<file path="config.mk">
export PLATFORM = sky130hd
export DESIGN_NAME = mmio_arbiter
export DESIGN_NICKNAME = d
export VERILOG_FILES = /design/src/rtl/mmio_arb_pkg.sv /design/src/rtl/mmio_req_buf.sv /design/src/rtl/mmio_arbiter.sv
export SDC_FILE = /design/constraint.sdc
export NUM_CORES = 1
export LEC_CHECK = 0
export CAP_MARGIN = 20
export CORE_AREA = 2 2 118 120
export DETAILED_ROUTE_END_ITERATION = 8
export DIE_AREA = 0 0 120 122
export DONT_BUFFER_PORTS = 1
export HOLD_SLACK_MARGIN = 0.02
export SLEW_MARGIN = 15
export SYNTH_ARGS = -nofsm -noshare
export SYNTH_HDL_FRONTEND = slang
export SYNTH_SLANG_ARGS = --single-unit
</file>
<file path="constraint.sdc">
create_clock -name CLK -period 1.8 [get_ports CLK]
set_input_delay 0.36 -clock CLK [delete_from_list [all_inputs] [get_ports CLK]]
set_output_delay 0.36 -clock CLK [all_outputs]
set_load 0.1 [all_outputs]
</file>
<file path="src/rtl/mmio_arb_pkg.sv">
// mmio_arb_pkg: shared types and constants for the two-master MMIO arbiter.
// Holds the arbiter state enum, the abort read pattern, the default
// watchdog limit and a helper that sizes the watchdog counter.
package mmio_arb_pkg;

    typedef enum logic [1:0] {
        IDLE  = 2'd0,
        LOCK0 = 2'd1,
        LOCK1 = 2'd2
    } arb_state_e;

    localparam int unsigned DEF_TIMEOUT = 255;
    localparam logic [31:0] ABORT_DATA  = 32'hDEADBEEF;

    // Watchdog counter width: wide enough to hold the limit, never below 8 bits.
    function automatic int unsigned cnt_width(input int unsigned limit);
        int unsigned w;
        w = $clog2(limit + 1);
        return (w < 8) ? 8 : w;
    endfunction

endpackage

</file>
<file path="src/rtl/mmio_req_buf.sv">
// mmio_req_buf: request buffer holding the winning master's transfer while
// the slave stalls, so master-side changes during a lock are ignored.
// Ports:
//   CLK, RESET_N        clock, asynchronous active-low clear
//   load                capture d_* on the rising edge
//   d_we/d_waddr/d_be/d_din   request fields to capture
//   q_we/q_waddr/q_be/q_din   buffered request fields
module mmio_req_buf
    import mmio_arb_pkg::*;
#(
    parameter int unsigned ADDR_W = 30,
    parameter int unsigned DATA_W = 32
) (
    input  logic                CLK,
    input  logic                RESET_N,
    input  logic                load,
    input  logic                d_we,
    input  logic [ADDR_W-1:0]   d_waddr,
    input  logic [DATA_W/8-1:0] d_be,
    input  logic [DATA_W-1:0]   d_din,
    output logic                q_we,
    output logic [ADDR_W-1:0]   q_waddr,
    output logic [DATA_W/8-1:0] q_be,
    output logic [DATA_W-1:0]   q_din
);

    // Capture register with load enable.
    always_ff @(posedge CLK or negedge RESET_N) begin
        if (!RESET_N) begin
            q_we    <= 1'b0;
            q_waddr <= '0;
            q_be    <= '0;
            q_din   <= '0;
        end else if (load) begin
            q_we    <= d_we;
            q_waddr <= d_waddr;
            q_be    <= d_be;
            q_din   <= d_din;
        end
    end

endmodule

</file>
<file path="src/rtl/mmio_arbiter.sv">
// mmio_arbiter: round-robin arbiter sharing one MMIO slave port between
// master M0 (MCU data port) and master M1 (debug/programmer).
// Arbitration is zero-latency in IDLE; a slave stall locks the grant and
// replays the buffered request until the slave accepts. Read data returned
// by the slave one cycle after accept is steered to the winning master.
// Ports:
//   CLK, RESET_N               clock, asynchronous active-low reset
//   m{0,1}_en/we/waddr/be/din  master requests
//   m{0,1}_dout, m{0,1}_hold   master read data and stall
//   s_en/we/waddr/be/din       request forwarded to the slave
//   s_dout, s_hold             slave read data and stall
//   err                        sticky watchdog abort flag
// Build option: define MMIO_ARB_TIMEOUT_EN to enable the lock watchdog;
// otherwise a lock persists until the slave releases and err is tied 0.
module mmio_arbiter
    import mmio_arb_pkg::*;
#(
    parameter int unsigned ADDR_W  = 30,
    parameter int unsigned DATA_W  = 32,
    parameter int unsigned TIMEOUT = DEF_TIMEOUT
) (
    input  logic                CLK,
    input  logic                RESET_N,
    input  logic                m0_en,
    input  logic                m0_we,
    input  logic [ADDR_W-1:0]   m0_waddr,
    input  logic [DATA_W/8-1:0] m0_be,
    input  logic [DATA_W-1:0]   m0_din,
    output logic [DATA_W-1:0]   m0_dout,
    output logic                m0_hold,
    input  logic                m1_en,
    input  logic                m1_we,
    input  logic [ADDR_W-1:0]   m1_waddr,
    input  logic [DATA_W/8-1:0] m1_be,
    input  logic [DATA_W-1:0]   m1_din,
    output logic [DATA_W-1:0]   m1_dout,
    output logic                m1_hold,
    output logic                s_en,
    output logic                s_we,
    output logic [ADDR_W-1:0]   s_waddr,
    output logic [DATA_W/8-1:0] s_be,
    output logic [DATA_W-1:0]   s_din,
    input  logic [DATA_W-1:0]   s_dout,
    input  logic                s_hold,
    output logic                err
);

    localparam int unsigned BE_W = DATA_W / 8;

    arb_state_e          state_q, state_d;
    logic                prio_q, prio_d;
    logic                rd_vld_q, rd_vld_d;
    logic                rd_who_q, rd_who_d;
    logic                load;
    logic                acc;
    logic                acc_rd;
    logic                acc_who;
    logic                abort;
    logic                own;
    logic                timeout_hit;
    logic [DATA_W-1:0]   rd_data;

    logic                win1;
    logic                any_req;
    logic                sel_we;
    logic [ADDR_W-1:0]   sel_waddr;
    logic [BE_W-1:0]     sel_be;
    logic [DATA_W-1:0]   sel_din;

    logic                buf_we;
    logic [ADDR_W-1:0]   buf_waddr;
    logic [BE_W-1:0]     buf_be;
    logic [DATA_W-1:0]   buf_din;

    // IDLE winner: sole requester, or the prio master when both request.
    assign any_req   = m0_en | m1_en;
    assign win1      = m1_en & (~m0_en | prio_q);
    assign sel_we    = win1 ? m1_we    : m0_we;
    assign sel_waddr = win1 ? m1_waddr : m0_waddr;
    assign sel_be    = win1 ? m1_be    : m0_be;
    assign sel_din   = win1 ? m1_din   : m0_din;

    mmio_req_buf #(
        .ADDR_W (ADDR_W),
        .DATA_W (DATA_W)
    ) u_req_buf (
        .CLK     (CLK),
        .RESET_N (RESET_N),
        .load    (load),
        .d_we    (sel_we),
        .d_waddr (sel_waddr),
        .d_be    (sel_be),
        .d_din   (sel_din),
        .q_we    (buf_we),
        .q_waddr (buf_waddr),
        .q_be    (buf_be),
        .q_din   (buf_din)
    );

    // State, priority pointer and read-return steering.
    always_ff @(posedge CLK or negedge RESET_N) begin
        if (!RESET_N) begin
            state_q  <= IDLE;
            prio_q   <= 1'b0;
            rd_vld_q <= 1'b0;
            rd_who_q <= 1'b0;
        end else begin
            state_q  <= state_d;
            prio_q   <= prio_d;
            rd_vld_q <= rd_vld_d;
            rd_who_q <= rd_who_d;
        end
    end

`ifdef MMIO_ARB_TIMEOUT_EN
    localparam int unsigned CNT_W = cnt_width(TIMEOUT);

    logic [CNT_W-1:0] cnt_q;
    logic             err_q;
    logic             abort_rd_q;

    // Lock-cycle counter, sticky error and abort-read marker.
    always_ff @(posedge CLK or negedge RESET_N) begin
        if (!RESET_N) begin
            cnt_q      <= '0;
            err_q      <= 1'b0;
            abort_rd_q <= 1'b0;
        end else begin
            if (load) begin
                cnt_q <= '0;
            end else if (state_q != IDLE) begin
                cnt_q <= cnt_q + CNT_W'(1);
            end
            err_q      <= err_q | abort;
            abort_rd_q <= abort & ~buf_we;
        end
    end

    // The counter equals TIMEOUT once that many lock cycles have elapsed.
    assign timeout_hit = (state_q != IDLE) && s_hold && (cnt_q == CNT_W'(TIMEOUT));
    assign err         = err_q;
    assign rd_data     = abort_rd_q ? DATA_W'(ABORT_DATA) : s_dout;
`else
    localparam int unsigned CNT_W = cnt_width(TIMEOUT);

    logic [CNT_W-1:0] unused_timeout;

    assign unused_timeout = CNT_W'(TIMEOUT);
    assign timeout_hit    = 1'b0;
    assign err            = 1'b0;
    assign rd_data        = s_dout;
`endif

    // Next-state, slave forwarding and master hold generation.
    always_comb begin
        state_d  = state_q;
        prio_d   = prio_q;
        load     = 1'b0;
        acc      = 1'b0;
        acc_rd   = 1'b0;
        acc_who  = 1'b0;
        abort    = 1'b0;
        own      = (state_q == LOCK1);
        s_en     = 1'b0;
        s_we     = 1'b0;
        s_waddr  = '0;
        s_be     = '0;
        s_din    = '0;
        m0_hold  = 1'b0;
        m1_hold  = 1'b0;
        rd_vld_d = 1'b0;
        rd_who_d = 1'b0;

        // Outputs are forced to the no-request values while reset is low.
        if (RESET_N) begin
            case (state_q)
                IDLE: begin
                    if (any_req) begin
                        s_en    = 1'b1;
                        s_we    = sel_we;
                        s_waddr = sel_waddr;
                        s_be    = sel_be;
                        s_din   = sel_din;
                        m0_hold = m0_en & (win1 | s_hold);
                        m1_hold = m1_en & (~win1 | s_hold);
                        if (s_hold) begin
                            load    = 1'b1;
                            state_d = win1 ? LOCK1 : LOCK0;
                        end else begin
                            acc     = 1'b1;
                            acc_who = win1;
                            acc_rd  = ~sel_we;
                            prio_d  = ~win1;
                        end
                    end
                end
                LOCK0, LOCK1: begin
                    if (timeout_hit) begin
                        // Forced abort: release the owner without an accept.
                        abort   = 1'b1;
                        state_d = IDLE;
                        prio_d  = ~own;
                        m0_hold = m0_en & own;
                        m1_hold = m1_en & ~own;
                    end else begin
                        s_en    = 1'b1;
                        s_we    = buf_we;
                        s_waddr = buf_waddr;
                        s_be    = buf_be;
                        s_din   = buf_din;
                        m0_hold = m0_en & (own | s_hold);
                        m1_hold = m1_en & (~own | s_hold);
                        if (!s_hold) begin
                            acc     = 1'b1;
                            acc_who = own;
                            acc_rd  = ~buf_we;
                            prio_d  = ~own;
                            state_d = IDLE;
                        end
                    end
                end
                default: begin
                    state_d = IDLE;
                end
            endcase

            rd_vld_d = (acc & acc_rd) | (abort & ~buf_we);
            rd_who_d = acc ? acc_who : own;
        end
    end

    // Read data is visible only on the master that won the read.
    assign m0_dout = (rd_vld_q && !rd_who_q) ? rd_data : '0;
    assign m1_dout = (rd_vld_q &&  rd_who_q) ? rd_data : '0;

endmodule

</file>
==> results of run 1 <==
metrics by stage:
step           worst slack (ns)  instances
3_5_place_dp             -0.251        908
4_1_cts                  -0.582        943
5_1_grt                  -0.651        973
3_3_place_gp             -0.200        908
2_1_floorplan            -0.342        569
6_report                 -0.596        973
what timing repair did:
item / in CTS / in global routing
gates cloned: 11 / 15
buffers inserted: 9 / 17
hold endpoints to repair: 72 / 72
pin swaps: 32 / 27
gates resized for setup: 89 / 135
endpoints found under the setup margin: 100 / 199
cells in the final DEF, fill, tap and decap left out, types with 22 or more instances in the layout:
| cell type | count |
|---|---|
| o21ai_4 | 68 |
| nand2_1 | 90 |
| buf_12 | 149 |
| nand2_2 | 35 |
| buf_4 | 61 |
| and2_4 | 33 |
| mux2i_1 | 65 |
| o21ai_1 | 34 |
| buf_6 | 22 |
| o21ai_0 | 27 |
| dfrtp_1 | 72 |
cells by family after synthesis:
logic type,share of synthesized area (%)
fa+ha+maj,0.787
other cells,0.0786
mux,14.7
compound gates,18.0
flops,37.8
buf+inv,7.11
simple gates,21.6
area by class of cell:
| class | count | area [sq um] | share of cell area [%] |
|---|---|---|---|
| Clock buffer | 10 | 239 | 2.28 |
| Multi-Input combinational cell | 445 | 3910 | 37.3 |
| Clock inverter | 5 | 81.3 | 0.776 |
| Timing Repair Buffer | 252 | 4190 | 40.0 |
| Tap cell | 180 | 225 | 2.15 |
| Sequential cell | 72 | 1800 | 17.2 |
| Inverter | 7 | 28.8 | 0.275 |
| Antenna cell | 2 | 5.00 | 0.0477 |
path summary, 6_finish.rpt:
check,startpoint,to,cells after the start
max in group asynchronous,RESET_N,rd_who_q,0
setup reg to reg,state_q[1],u_req_buf.q_waddr[9],11
min in group CLK,s_hold,rd_vld_q,1
hold / removal,RESET_N,u_req_buf.q_din[6],0
setup / recovery,state_q[1],s_waddr[28],8
hold reg to reg,u_req_buf.q_din[10],u_req_buf.q_din[10],2
power by group through the flow:
stage	combinational, uW	clock (uW)	sequential, uW
after floorplan	8600	0	2680
after global placement	12500	0	2720
after detailed placement	12800	0	2780
after CTS	13900	1960	2840
after global routing	15200	2040	3030
final	14700	1930	2950
sequential cells by signal (all words and copies together) (netlist names):
| name | flops |
|---|---|
| prio_q | 1 |
| state_q | 2 |
| u_req_buf.q_we | 1 |
| u_req_buf.q_be | 4 |
| rd_who_q | 1 |
| rd_vld_q | 1 |
| u_req_buf.q_din | 32 |
| u_req_buf.q_waddr | 30 |
worst max-delay path, cell delays in order, from the launching register on:
cell	delay [ns]
dfrtp_1	0.41
ha_2	0.20
and2b_4	0.25
and2_4	0.21
buf_12	0.13
clkbuf_16	0.16
nand2_2	0.08
o21ai_4	0.08
buf_12	0.19
metal layers:
layer | up-vias | wire length [um] | global-route usage [%]
li1 | 2398 | - | -
met1 | 2624 | 7460 | 26.9
met2 | 301 | 11500 | 47.5
met3 | 38 | 1660 | 6.98
met4 | 0 | 608 | 9.78
met5 | - | 0 | 0
==> impl_metrics.csv, run 1 <==
group,metric,value,unit
outcome,status,"finished, violations left",
outcome,violations,"hold timing, setup timing",
synth,synthCells,569,
drt,via_per_inst,5.51,
drt,drc,0,
worst_hold_path,worstHoldPathType,"input pin to async pin",
placement,hpwl,13100,um
power,p_per_area,1870,nW/um^2
floorplanning,die_y,122,um
power,p_int,9290,uW
global_route,grt_pass1_vias,5319,
synth,synth_area_leaders,"dfrtp_1 38%, mux2i_1 15%, nand2_1 11%, o21ai_0 11%, and2_1 4.3%",
sta,tns,-48.94,ns
synth,ys_ff_latch,72,
sta,setup_viol,166,
setup_path,reg2reg_slack,-0.18,ns
power,worst_ir_drop_vdd,1270,uV
placement,finalWeightedCongestion,0.857,
drt,avgRoutedWirePerCell,21.8,um
synth,yosys-top-cells-count,"142 x nand2_1, 104 x o21ai_0, 72 x dfrtp_1",
floorplanning,io_pins,306,
sta,layout_min_cycle_time,2.40,ns
drt,drtAntennaViolNets,0,
placement,dpl_cell_area,8790,sq um
sta,drv_slew,0,
drt,first_pass_iters,5,
global_route,grt_max_degree,78,
setup_path,cp.required,1.44,ns
power,leakage,0.00473,uW
flow_run,cap_violations,0,
sta,skew,0.0114,ns
cts,cts-root-buf,"clkbuf_16",
floorplanning,design.die.area,14600,sq um
synth,synth_top_area_share,37.8,%
synth,ys.flop_type,"dfrtp_1",
setup_path,cp_max_fo,8,
power,p_clk_share,9.8,%
floorplanning,coreArea,13500,sq um
layout,fillers,769,
drt,wl,21200,um
cts,cts_buffer_depth,2,
layout,post-route-util,77.6,%
sta,rsz0062_at_grt,"true",
layout,drive_gt1_share,59.8,%
synth,yosys_warnings,0,
setup_path,arrival,2.04,ns
placement,port_buffers,0,
power,power_frac_seq,15.0,%
cts,cts_buffers,9,
power,netSwitchingFraction,52.6,%
cts,htreeDepth,3,
floorplanning,die_w,120,um
drt,drtIter0Drc,230,
floorplanning,start_util,35.3,%
setup_path,worstSetupPathType,"register to primary output",
layout,nets,961,
synth,synth.distinct_cells,35,
layout,syn2layout_area_growth,120,%
power,finalPower,19600,uW
global_route,track_usage,25.3,%
power,p_sw,10300,uW
sta,fin_ws,-0.596,ns
sta,fmax,0.417,GHz
synth,yosysTopAreaCell,"dfrtp_1",
synth,synth.avg_cell_area,8.39,sq um
synth,async_flop_share,100,%
cts,clk_latency,0.33,ns
sta,holdWs,-0.282,ns
layout,design_area,10500,sq um
synth,synth-seq-area-share,37.8,%
synth,syn_nets,743,
cts,clk_pin_slew,0.06,ns
global_route,grt_pass1_wl,28700,um
setup_path,cp-start-kind,"register",
cts,tritoncts,"yes",
drt,via_count,5361,
cts,cts_sinks,72,
global_route,gr-total-overflow,0,
sta,finalCritPeriodShare,133,%
floorplanning,rows,43,
setup_path,crit_path_end_kind,"primary output",
synth,post-synth-top-count-cell,"nand2_1",
power,combPwrFrac,75.1,%
synth,syn_area,4770,sq um
global_route,grt_antenna_before_repair,1,
synth,synth_edf_count,0,
sta,hold_viol,72,
No activity file was read; power rests on OpenSTA's default activity.
==> inputs of run 2 (changes only) <==
- CAP_MARGIN: 20 -> default
==> results of run 2 <==
Same layout as run 1: the final DEF is identical, and so are final timing and power.
==> inputs of run 3 (changes only) <==
- ABC_CLOCK_PERIOD_IN_PS: default -> 1800
==> results of run 3 <==
Same layout as run 1: the final DEF is identical, and so are final timing and power.
